### src/rtl/parser_pkg.sv
// rtl/parser_pkg.sv - shared constants and types for the parser ingress path
package parser_pkg;

    localparam int WIDTH     = 32;
    localparam int PKT_WORDS = 24;

    typedef enum logic [0:0] {
        IDLE   = 1'b0,
        STREAM = 1'b1
    } arb_state_t;

endpackage

### src/rtl/rr_picker.sv
// rtl/rr_picker.sv - combinational round-robin winner search starting after last_grant
module rr_picker #(
    parameter int NUM_SRC = 4,
    parameter int IDX_W   = (NUM_SRC > 1) ? $clog2(NUM_SRC) : 1
) (
    input  logic [NUM_SRC-1:0] req,
    input  logic [IDX_W-1:0]   last_grant,
    output logic [IDX_W-1:0]   winner,
    output logic               found
);

    logic [IDX_W-1:0] idx;

    // Scan farthest offset first so the nearest requester after last_grant overwrites.
    always_comb begin
        winner = '0;
        found  = 1'b0;
        idx    = '0;
        for (int off = NUM_SRC; off >= 1; off--) begin
            idx = IDX_W'((int'(last_grant) + off) % NUM_SRC);
            if (req[idx]) begin
                winner = idx;
                found  = 1'b1;
            end
        end
    end

endmodule

### src/rtl/parser_ingress_arbiter.sv
// rtl/parser_ingress_arbiter.sv - packet-granular round-robin arbiter in front of packet_parser
module parser_ingress_arbiter #(
    parameter int WIDTH     = parser_pkg::WIDTH,
    parameter int NUM_SRC   = 4,
    parameter int PKT_WORDS = parser_pkg::PKT_WORDS,
    parameter int CNT_W     = 16
) (
    input  logic                       clk,
    input  logic                       rst,
    input  logic [NUM_SRC*WIDTH-1:0]   src_data,
    input  logic [NUM_SRC-1:0]         src_valid,
    output logic [NUM_SRC-1:0]         src_ready,
    input  logic [NUM_SRC-1:0]         src_en,
    output logic [WIDTH-1:0]           data_out,
    output logic                       valid_out,
    input  logic                       ready_out,
    output logic [$clog2(NUM_SRC)-1:0] grant_id,
    output logic                       busy,
    output logic                       pkt_done,
    output logic [NUM_SRC*CNT_W-1:0]   pkt_cnt
);

    import parser_pkg::*;

    localparam int IDX_W  = $clog2(NUM_SRC);
    localparam int BCNT_W = (PKT_WORDS > 1) ? $clog2(PKT_WORDS) : 1;
    localparam logic [BCNT_W-1:0] LAST_BEAT = BCNT_W'(PKT_WORDS - 1);

    arb_state_t       state_q;
    arb_state_t       state_d;
    logic [IDX_W-1:0] last_grant_q;
    logic [IDX_W-1:0] pick_idx;
    logic             pick_found;
    logic [BCNT_W-1:0] beat_q;
    logic [NUM_SRC-1:0] req;
    logic             sel_valid;
    logic             xfer;
    logic             last_xfer;
    logic [WIDTH-1:0] src_word [NUM_SRC];
    logic [CNT_W-1:0] cnt_q [NUM_SRC];

    for (genvar g = 0; g < NUM_SRC; g++) begin : g_src
        assign src_word[g]                  = src_data[g*WIDTH +: WIDTH];
        assign pkt_cnt[g*CNT_W +: CNT_W]    = cnt_q[g];
    end

    // src_en only matters here, so it is effectively sampled at arbitration time.
    assign req = src_valid & src_en;

    rr_picker #(
        .NUM_SRC (NUM_SRC),
        .IDX_W   (IDX_W)
    ) u_picker (
        .req        (req),
        .last_grant (last_grant_q),
        .winner     (pick_idx),
        .found      (pick_found)
    );

    assign sel_valid = src_valid[grant_id];
    assign xfer      = (state_q == STREAM) && sel_valid && ready_out;
    assign last_xfer = xfer && (beat_q == LAST_BEAT);

    always_ff @(posedge clk or negedge rst) begin
        if (!rst) begin
            state_q <= IDLE;
        end else begin
            state_q <= state_d;
        end
    end

    always_comb begin
        state_d = state_q;
        case (state_q)
            IDLE:    if (pick_found) state_d = STREAM;
            STREAM:  if (last_xfer)  state_d = IDLE;
            default: state_d = IDLE;
        endcase
    end

    always_comb begin
        data_out  = '0;
        valid_out = 1'b0;
        src_ready = '0;
        busy      = 1'b0;
        pkt_done  = 1'b0;
        if (state_q == STREAM) begin
            data_out            = src_word[grant_id];
            valid_out           = sel_valid;
            src_ready[grant_id] = ready_out;
            busy                = 1'b1;
            pkt_done            = last_xfer;
        end
    end

    // Reset value of last_grant makes source 0 the first winner.
    always_ff @(posedge clk or negedge rst) begin
        if (!rst) begin
            grant_id     <= '0;
            last_grant_q <= IDX_W'(NUM_SRC - 1);
            beat_q       <= '0;
        end else if (state_q == IDLE) begin
            if (pick_found) begin
                grant_id     <= pick_idx;
                last_grant_q <= pick_idx;
                beat_q       <= '0;
            end
        end else if (xfer) begin
            beat_q <= beat_q + BCNT_W'(1);
        end
    end

    always_ff @(posedge clk or negedge rst) begin
        if (!rst) begin
            for (int i = 0; i < NUM_SRC; i++) begin
                cnt_q[i] <= '0;
            end
        end else begin
            for (int i = 0; i < NUM_SRC; i++) begin
                if (last_xfer && (grant_id == IDX_W'(i))) begin
                    cnt_q[i] <= cnt_q[i] + CNT_W'(1);
                end
            end
        end
    end

endmodule

### config.mk
export PLATFORM = sky130hd
export DESIGN_NAME = parser_ingress_arbiter
export DESIGN_NICKNAME = d
export VERILOG_FILES = /design/src/rtl/parser_pkg.sv /design/src/rtl/rr_picker.sv /design/src/rtl/parser_ingress_arbiter.sv
export SDC_FILE = /design/constraint.sdc
export NUM_CORES = 1
export LEC_CHECK = 0
export CELL_PAD_IN_SITES_DETAIL_PLACEMENT = 0
export CELL_PAD_IN_SITES_GLOBAL_PLACEMENT = 1
export CORE_MARGIN = 3
export CORE_UTILIZATION = 32
export DETAILED_ROUTE_END_ITERATION = 16
export PLACE_DENSITY = 0.95
export SLEW_MARGIN = 20
export SYNTH_ARGS = -nofsm -noshare
export SYNTH_HDL_FRONTEND = slang
export SYNTH_SLANG_ARGS = --single-unit
### constraint.sdc
create_clock -name clk -period 3.1 [get_ports clk]
set_input_delay 0.62 -clock clk [delete_from_list [all_inputs] [get_ports clk]]
set_output_delay 0.62 -clock clk [all_outputs]
set_load 0.03 [all_outputs]
### After elaboration in Yosys (flattened, before gate mapping)

Index checks and enable logic that the tools add are counted.

| cells by class | value |
|---|---|
| $add $sub $neg | 9 |
| multiply operators | 0 |
| divide/modulo/power cells | 0 |
| magnitude comparators | 7 |
| equal/unequal tests | 5 |
| shift-type cells | 0 |
| mux-type cells | 34 |
| bitwise operators | 4 |
| reduce and logical (&&, ||, !) cells | 12 |

Operators with widths:

| operator | count |
|---|---|
| two-way mux 32 bit | 3 |
| adder 16 x 1 -> 16 bit (second input constant) | 4 |
| binary-select mux 32 bit (select 2 bit) | 1 |
| < comparator 2 x 3 -> 1 bit (second input constant) | 5 |
| two-way mux 1 bit | 15 |
| two-way mux 5 bit | 3 |
| binary-select mux 1 bit (select 2 bit) | 5 |
| AND 4 bit | 2 |
| logical AND 1 bit | 8 |
| two-way mux 2 bit | 4 |
| adder 5 x 1 -> 5 bit (second input constant) | 1 |
| equality test 5 bit (second input constant) | 1 |
| adder 2 x 1 -> 2 bit (second input constant) | 2 |
| adder 2 bit (second input constant) | 2 |
| equality test 2 bit (second input constant) | 2 |
| two-way mux 4 bit | 1 |
| AND reduction 2 bit | 2 |
| greater-or-equal comparator 3 bit (second input constant) | 1 |
| inverter 2 -> 3 bit | 1 |
| demux 1 bit (select 2 bit) | 1 |
| equality test 2 x 1 -> 1 bit (second input constant) | 1 |
| greater-or-equal comparator 2 x 1 -> 1 bit (second input constant) | 1 |
| logical NOT 2 bit | 1 |
| != test 2 x 1 -> 1 bit (second input constant) | 1 |
| other kinds (3) | 3 |

| word-level totals | value |
|---|---|
| register bits after elaboration | 74 |
| bits in latches | 0 |
| memory bits (writable) | 0 |
| memory bits (read-only) | 0 |
| input port bits | 139 |
| output and inout bits | 105 |
| logic and storage cells | 79 |
| memories kept | 0 |

### Longest topological paths before layout

| logic depth | value |
|---|---|
| word-level depth | 9 |
| depth in mapped cells | 7 |
| mapped depth without buffers | 6 |

### By module

Synthesis repeated with hierarchy kept, for this count alone.

| unflattened totals | value |
|---|---|
| cell total of the unflattened synthesis | 409 |
| area, all modules | 4698.3 µm² |

Modules (own cells, without submodules):

| module | instances | cells an instance | area each (µm²) | seq. area each (µm²) |
|---|---|---|---|---|
| parser_ingress_arbiter | 1 | 395 | 4606.9 | 1854.3 |
| rr_picker | 1 | 14 | 91.3 | 0.0 |

### Least setup slack after synthesis

No wires, ideal clock.

| path | value |
|---|---|
| path kind | flip-flop to output port |
| from | register grant_id[0] |
| to | output port data_out[10] |
| arrival | 1.809 ns |
| required time | 2.480 ns |
| path slack | 0.671 ns |
| stages on the path, launching flop included | 5 |
| path buffers | 2 |
| cell sequence | dfrtp_1 buf_4 buf_2 mux4_2 and2_1 |

| on the way | value |
|---|---|
| longest elaborated chain between the ends | 5 |

Ends and longest elaborated chain:

| element | RTL line | source |
|---|---|---|
| start, declared | parser_ingress_arbiter.sv:17 | `output logic [$clog2(NUM_SRC)-1:0] grant_id,` |
| start signal, assigned | parser_ingress_arbiter.sv:104 | `grant_id <= pick_idx;` |
| inverter 2 -> 3 bit (not written as such) | parser_ingress_arbiter.sv:88 | `data_out = src_word[grant_id];` |
| binary-select mux 32 bit (select 2 bit) | parser_ingress_arbiter.sv:88 |  |
| two-way mux 32 bit (not written as such) (2 in a row) | parser_ingress_arbiter.sv:88 |  |
| two-way mux 32 bit | parser_ingress_arbiter.sv:87 | `if (state_q == STREAM) begin` |
| end, declared | parser_ingress_arbiter.sv:14 | `output logic [WIDTH-1:0] data_out,` |

No other way between the ends. The select of a mux whose other input is x is not followed.

### Final worst setup path

| path | value |
|---|---|
| from | input port src_valid[3] |
| to | output port valid_out |

| on the way | value |
|---|---|
| longest elaborated chain between the ends | 3 |

Ends and longest elaborated chain:

| element | RTL line | source |
|---|---|---|
| start, declared | parser_ingress_arbiter.sv:11 | `input logic [NUM_SRC-1:0] src_valid,` |
| binary-select mux 1 bit (select 2 bit) | parser_ingress_arbiter.sv:60 | `assign sel_valid = src_valid[grant_id];` |
| two-way mux 1 bit (not written as such) | parser_ingress_arbiter.sv:60 |  |
| two-way mux 1 bit | parser_ingress_arbiter.sv:87 |  |
| end, declared | parser_ingress_arbiter.sv:15 | `output logic valid_out,` |

No other way between the ends. The select of a mux whose other input is x is not followed.

==> flow_metrics.py <==
metrics = {
    "outcome": {
        "status": "finished clean",
    },
    "pwr": {
        "power_leakage_nw": 3.06,
        "power.density_cell_area_nw_per_um2": 430,
        "irDropWorstVdd_uv": 256,
    },
    "place": {
        "placed_area_um2": 7360,
        "finalWeightedCongestion": 0.990,
        "place_hpwl_mm": 13.8,
        "place.port_buffers": 243,
    },
    "timing": {
        "setup_viol": 0,
        "slew_viol_final": 0,
        "slew_at_the_pin_closest_to_its_max_slew_limit_ns": 0.622,
        "final_period_minus_worst_setup_slack_ns": 3.02,
        "finalSetupTns_ns": 0,
        "finalClockSkew_ns": 0.00530,
        "final_worst_path_period_share_pct": 97.5,
        "unrepaired_setup_endpoints_after_global_routing": "false",
        "fmax_ghz": 0.331,
        "slew_headroom_pct": 58.2,
        "finalHoldViolations": 0,
    },
    "detailed_routing": {
        "drc": 0,
        "routed_wire_length_per_instance_um": 20.5,
        "post_drt_via_cell_ratio": 5.28,
        "routed_wirelength_mm": 17.4,
        "vias": 4479,
        "drtAntennaViolNets": 0,
        "firstDrtPassIters": 5,
        "drt-initial-drc-count": 358,
    },
    "logic_synthesis": {
        "main_combinational_cell_family_by_area_after_synthesis": "simple AND/OR/NAND/NOR gates",
        "post_synth_instance_area_um2": 4670,
        "synth-adder-area-share_pct": 1.55,
        "net_count_after_synthesis": 556,
        "postSynth.topFlopCell": "sky130_fd_sc_hd__dfrtp_1",
        "synthesis.area_per_instance_um2": 11.3,
        "complex_gate_fraction_of_the_synthesized_area_pct": 3.78,
        "ys_top_cells_by_area": "sky130_fd_sc_hd__dfrtp_1 (39%), sky130_fd_sc_hd__mux4_2 (16%), sky130_fd_sc_hd__xnor2_1 (9.6%), sky130_fd_sc_hd__and2_1 (4.7%), sky130_fd_sc_hd__nand3_1 (4.0%)",
        "yosys_warns": 0,
        "number_of_cells_produced_by_synthesis": 412,
        "ys_ff_latch": 74,
        "yosys-top-cells-count": "sky130_fd_sc_hd__dfrtp_1 (72), sky130_fd_sc_hd__xnor2_1 (51), sky130_fd_sc_hd__nand3_1 (37)",
        "parity_gate_share_of_the_synthesized_area_counting_xor_and_xnor_cells_pct": 11.3,
        "post-synth-top-area-fraction_pct": 38.6,
        "post-synth-top-count-cell": "sky130_fd_sc_hd__dfrtp_1",
        "async_flop_share_pct": 100,
        "post_synth_and_or_nand_nor_area_fraction_pct": 23.6,
        "muxShareOfSynthArea_pct": 17.3,
        "synth-edff-count": 0,
        "synth_seq_area_share_pct": 39.7,
        "synth.distinct_cells": 49,
        "synthDominantAreaCellType": "sky130_fd_sc_hd__dfrtp_1",
    },
    "worst_setup_path": {
        "worst-endpoint-required_ns": 2.48,
        "start_kind": "input pin",
        "timing.critical_path.slowest_stage_cell": "sky130_fd_sc_hd__clkdlybuf4s50_1",
        "reg2reg_slack_ns": 0.71,
        "critical_path.max_stage_delay_ns": 0.58,
        "timing.critical_path.cells": "clkdlybuf4s50_1, mux4_2, and2_1, clkdlybuf4s50_1",
        "timing.critical_path.fanout_max": 3,
        "cp.buffers_inverters": 2,
        "worstSetupEndpointType": "output port",
        "timing.critical_path.mode_cell": "sky130_fd_sc_hd__clkdlybuf4s50_1",
        "worstSetupPathType": "in -> out",
        "cp.arrival_ns": 2.40,
        "cp_top_family": "buffers and inverters",
    },
    "flow_run": {
        "number_of_max_capacitance_violations_reported": 0,
    },
    "global_routing": {
        "grt_util_all_layers_pct": 21.5,
        "grt_max_degree": 44,
        "grt_pass1_vias": 4655,
        "grt_antenna_before_repair": 0,
        "grt_pass1_wl_mm": 26.8,
        "grt_remaining_overflow": 0,
    },
    "floorplanning": {
        "std_cell_core_area_um2": 14100,
        "start_util_pct": 33.1,
        "die_w_um": 127,
        "pin_count": 244,
        "die_h_um": 127,
        "die_area_um2": 16100,
        "rows": 43,
    },
    "clock_tree": {
        "clk_root_buffer_cell": "sky130_fd_sc_hd__clkbuf_16",
        "cts.hold.buffers_added": 0,
        "cts_buffers": 9,
        "cts-root-to-sink-buffers": 2,
        "clock_insertion_delay_worst_skew_ns": 0.33,
        "clk_pin_slew_ns": 0.05,
        "max_h_tree_level": 3,
        "cts_tree": "built",
        "clkSinkCount": 74,
    },
    "cells_and_area": {
        "areaGrowthSynthToFinish_pct": 65.2,
        "final_nets": 808,
        "antenna_cells_inserted": 0,
        "fin_area_um2": 7710,
        "num-fill-cells": 1237,
        "drive_above_1_share_pct": 13.3,
    },
    "hold_path": {
        "hold_class": "in -> async",
    },
}
[cell type report]
class / count / area [um2] / share of cell area [%]
Clock buffer: 10 / 239 / 3.10
Clock inverter: 6 / 88.8 / 1.15
Inverter: 4 / 15.0 / 0.195
Multi-Input combinational cell: 314 / 2690 / 34.8
Sequential cell: 74 / 1860 / 24.1
Tap cell: 180 / 225 / 2.92
Timing Repair Buffer: 261 / 2600 / 33.7
[routing by layer]
metal	GRT usage, %	share of wire (%)	vias to the layer above
met5	0	0	-
met4	5.36	2.1	0
met3	5.43	6.5	25
met2	35.4	49	172
met1	28.3	42	2230
li1	-	-	2052
[flip-flops by register name, indices dropped and copies added, names as in the netlist]
| name | flops |
|---|---|
| state_q | 1 |
| last_grant_q | 2 |
| beat_q | 5 |
| pkt_cnt | 64 |
| grant_id | 2 |
[metrics by stage]
step | setup WS [ns] | util (%) | instances | power (W) | hold WS (ns)
floorplan | 0.671 | - | 412 | 0.00169 | 0.324
global placement | 0.0866 | 52.2 | 829 | 0.00221 | 0.462
detailed placement | 0.0768 | 52.2 | 829 | 0.00223 | 0.463
CTS | 0.00298 | 54.5 | 845 | 0.00335 | 0.242
global route | 0.0229 | 54.7 | 849 | 0.00348 | 0.260
finish | 0.0764 | 54.7 | 849 | 0.00332 | 0.239
[power breakdown]
group / switching [W] / leakage, nW / internal (W)
Clock: 0.000398 / 0.155 / 0.000727
Sequential: 0.0000587 / 1.01 / 0.00101
Combinational: 0.000539 / 1.90 / 0.000589
[final timing paths]
kind | start | cells after the start | to
worst max-delay path | src_valid[3] | 4 | valid_out
worst min-delay path | rst | 1 | pkt_cnt[58]
worst max register to register | grant_id[0] | 8 | pkt_cnt[33]
worst min register to register | pkt_cnt[47] | 1 | pkt_cnt[47]
max in group asynchronous | rst | 2 | pkt_cnt[30]
min in group clk | pkt_cnt[47] | 1 | pkt_cnt[47]
[cell usage in the layout, fill, tap and decap left out, drive strengths merged, types with 10 or more instances in the layout]
master | Yosys | layout
xnor2 | 51 | 51
dlygate4sd2 | 0 | 10
buf | 13 | 21
and4 | 10 | 10
dfrtp | 72 | 72
and2 | 35 | 35
clkbuf | 7 | 10
nand2 | 24 | 24
and3 | 10 | 10
clkdlybuf4s50 | 0 | 230
nand4 | 27 | 27
nand3 | 38 | 38
mux4 | 33 | 33
[logic make-up after synthesis]
kind of cell / after synthesis
xor gates and xnor gates: 60
adders and majority gates: 6
AOI/OAI and AO/OA: 27
and+or+nand+nor: 182
buffers and inverters: 24
muxes: 39
DFF: 74
[timing repair]
item | CTS | global route
buffers inserted | 0 | 4
gates resized for setup | 11 | 0
setup endpoints to repair | 19 | 15
No activity file was read; power rests on OpenSTA's default activity.
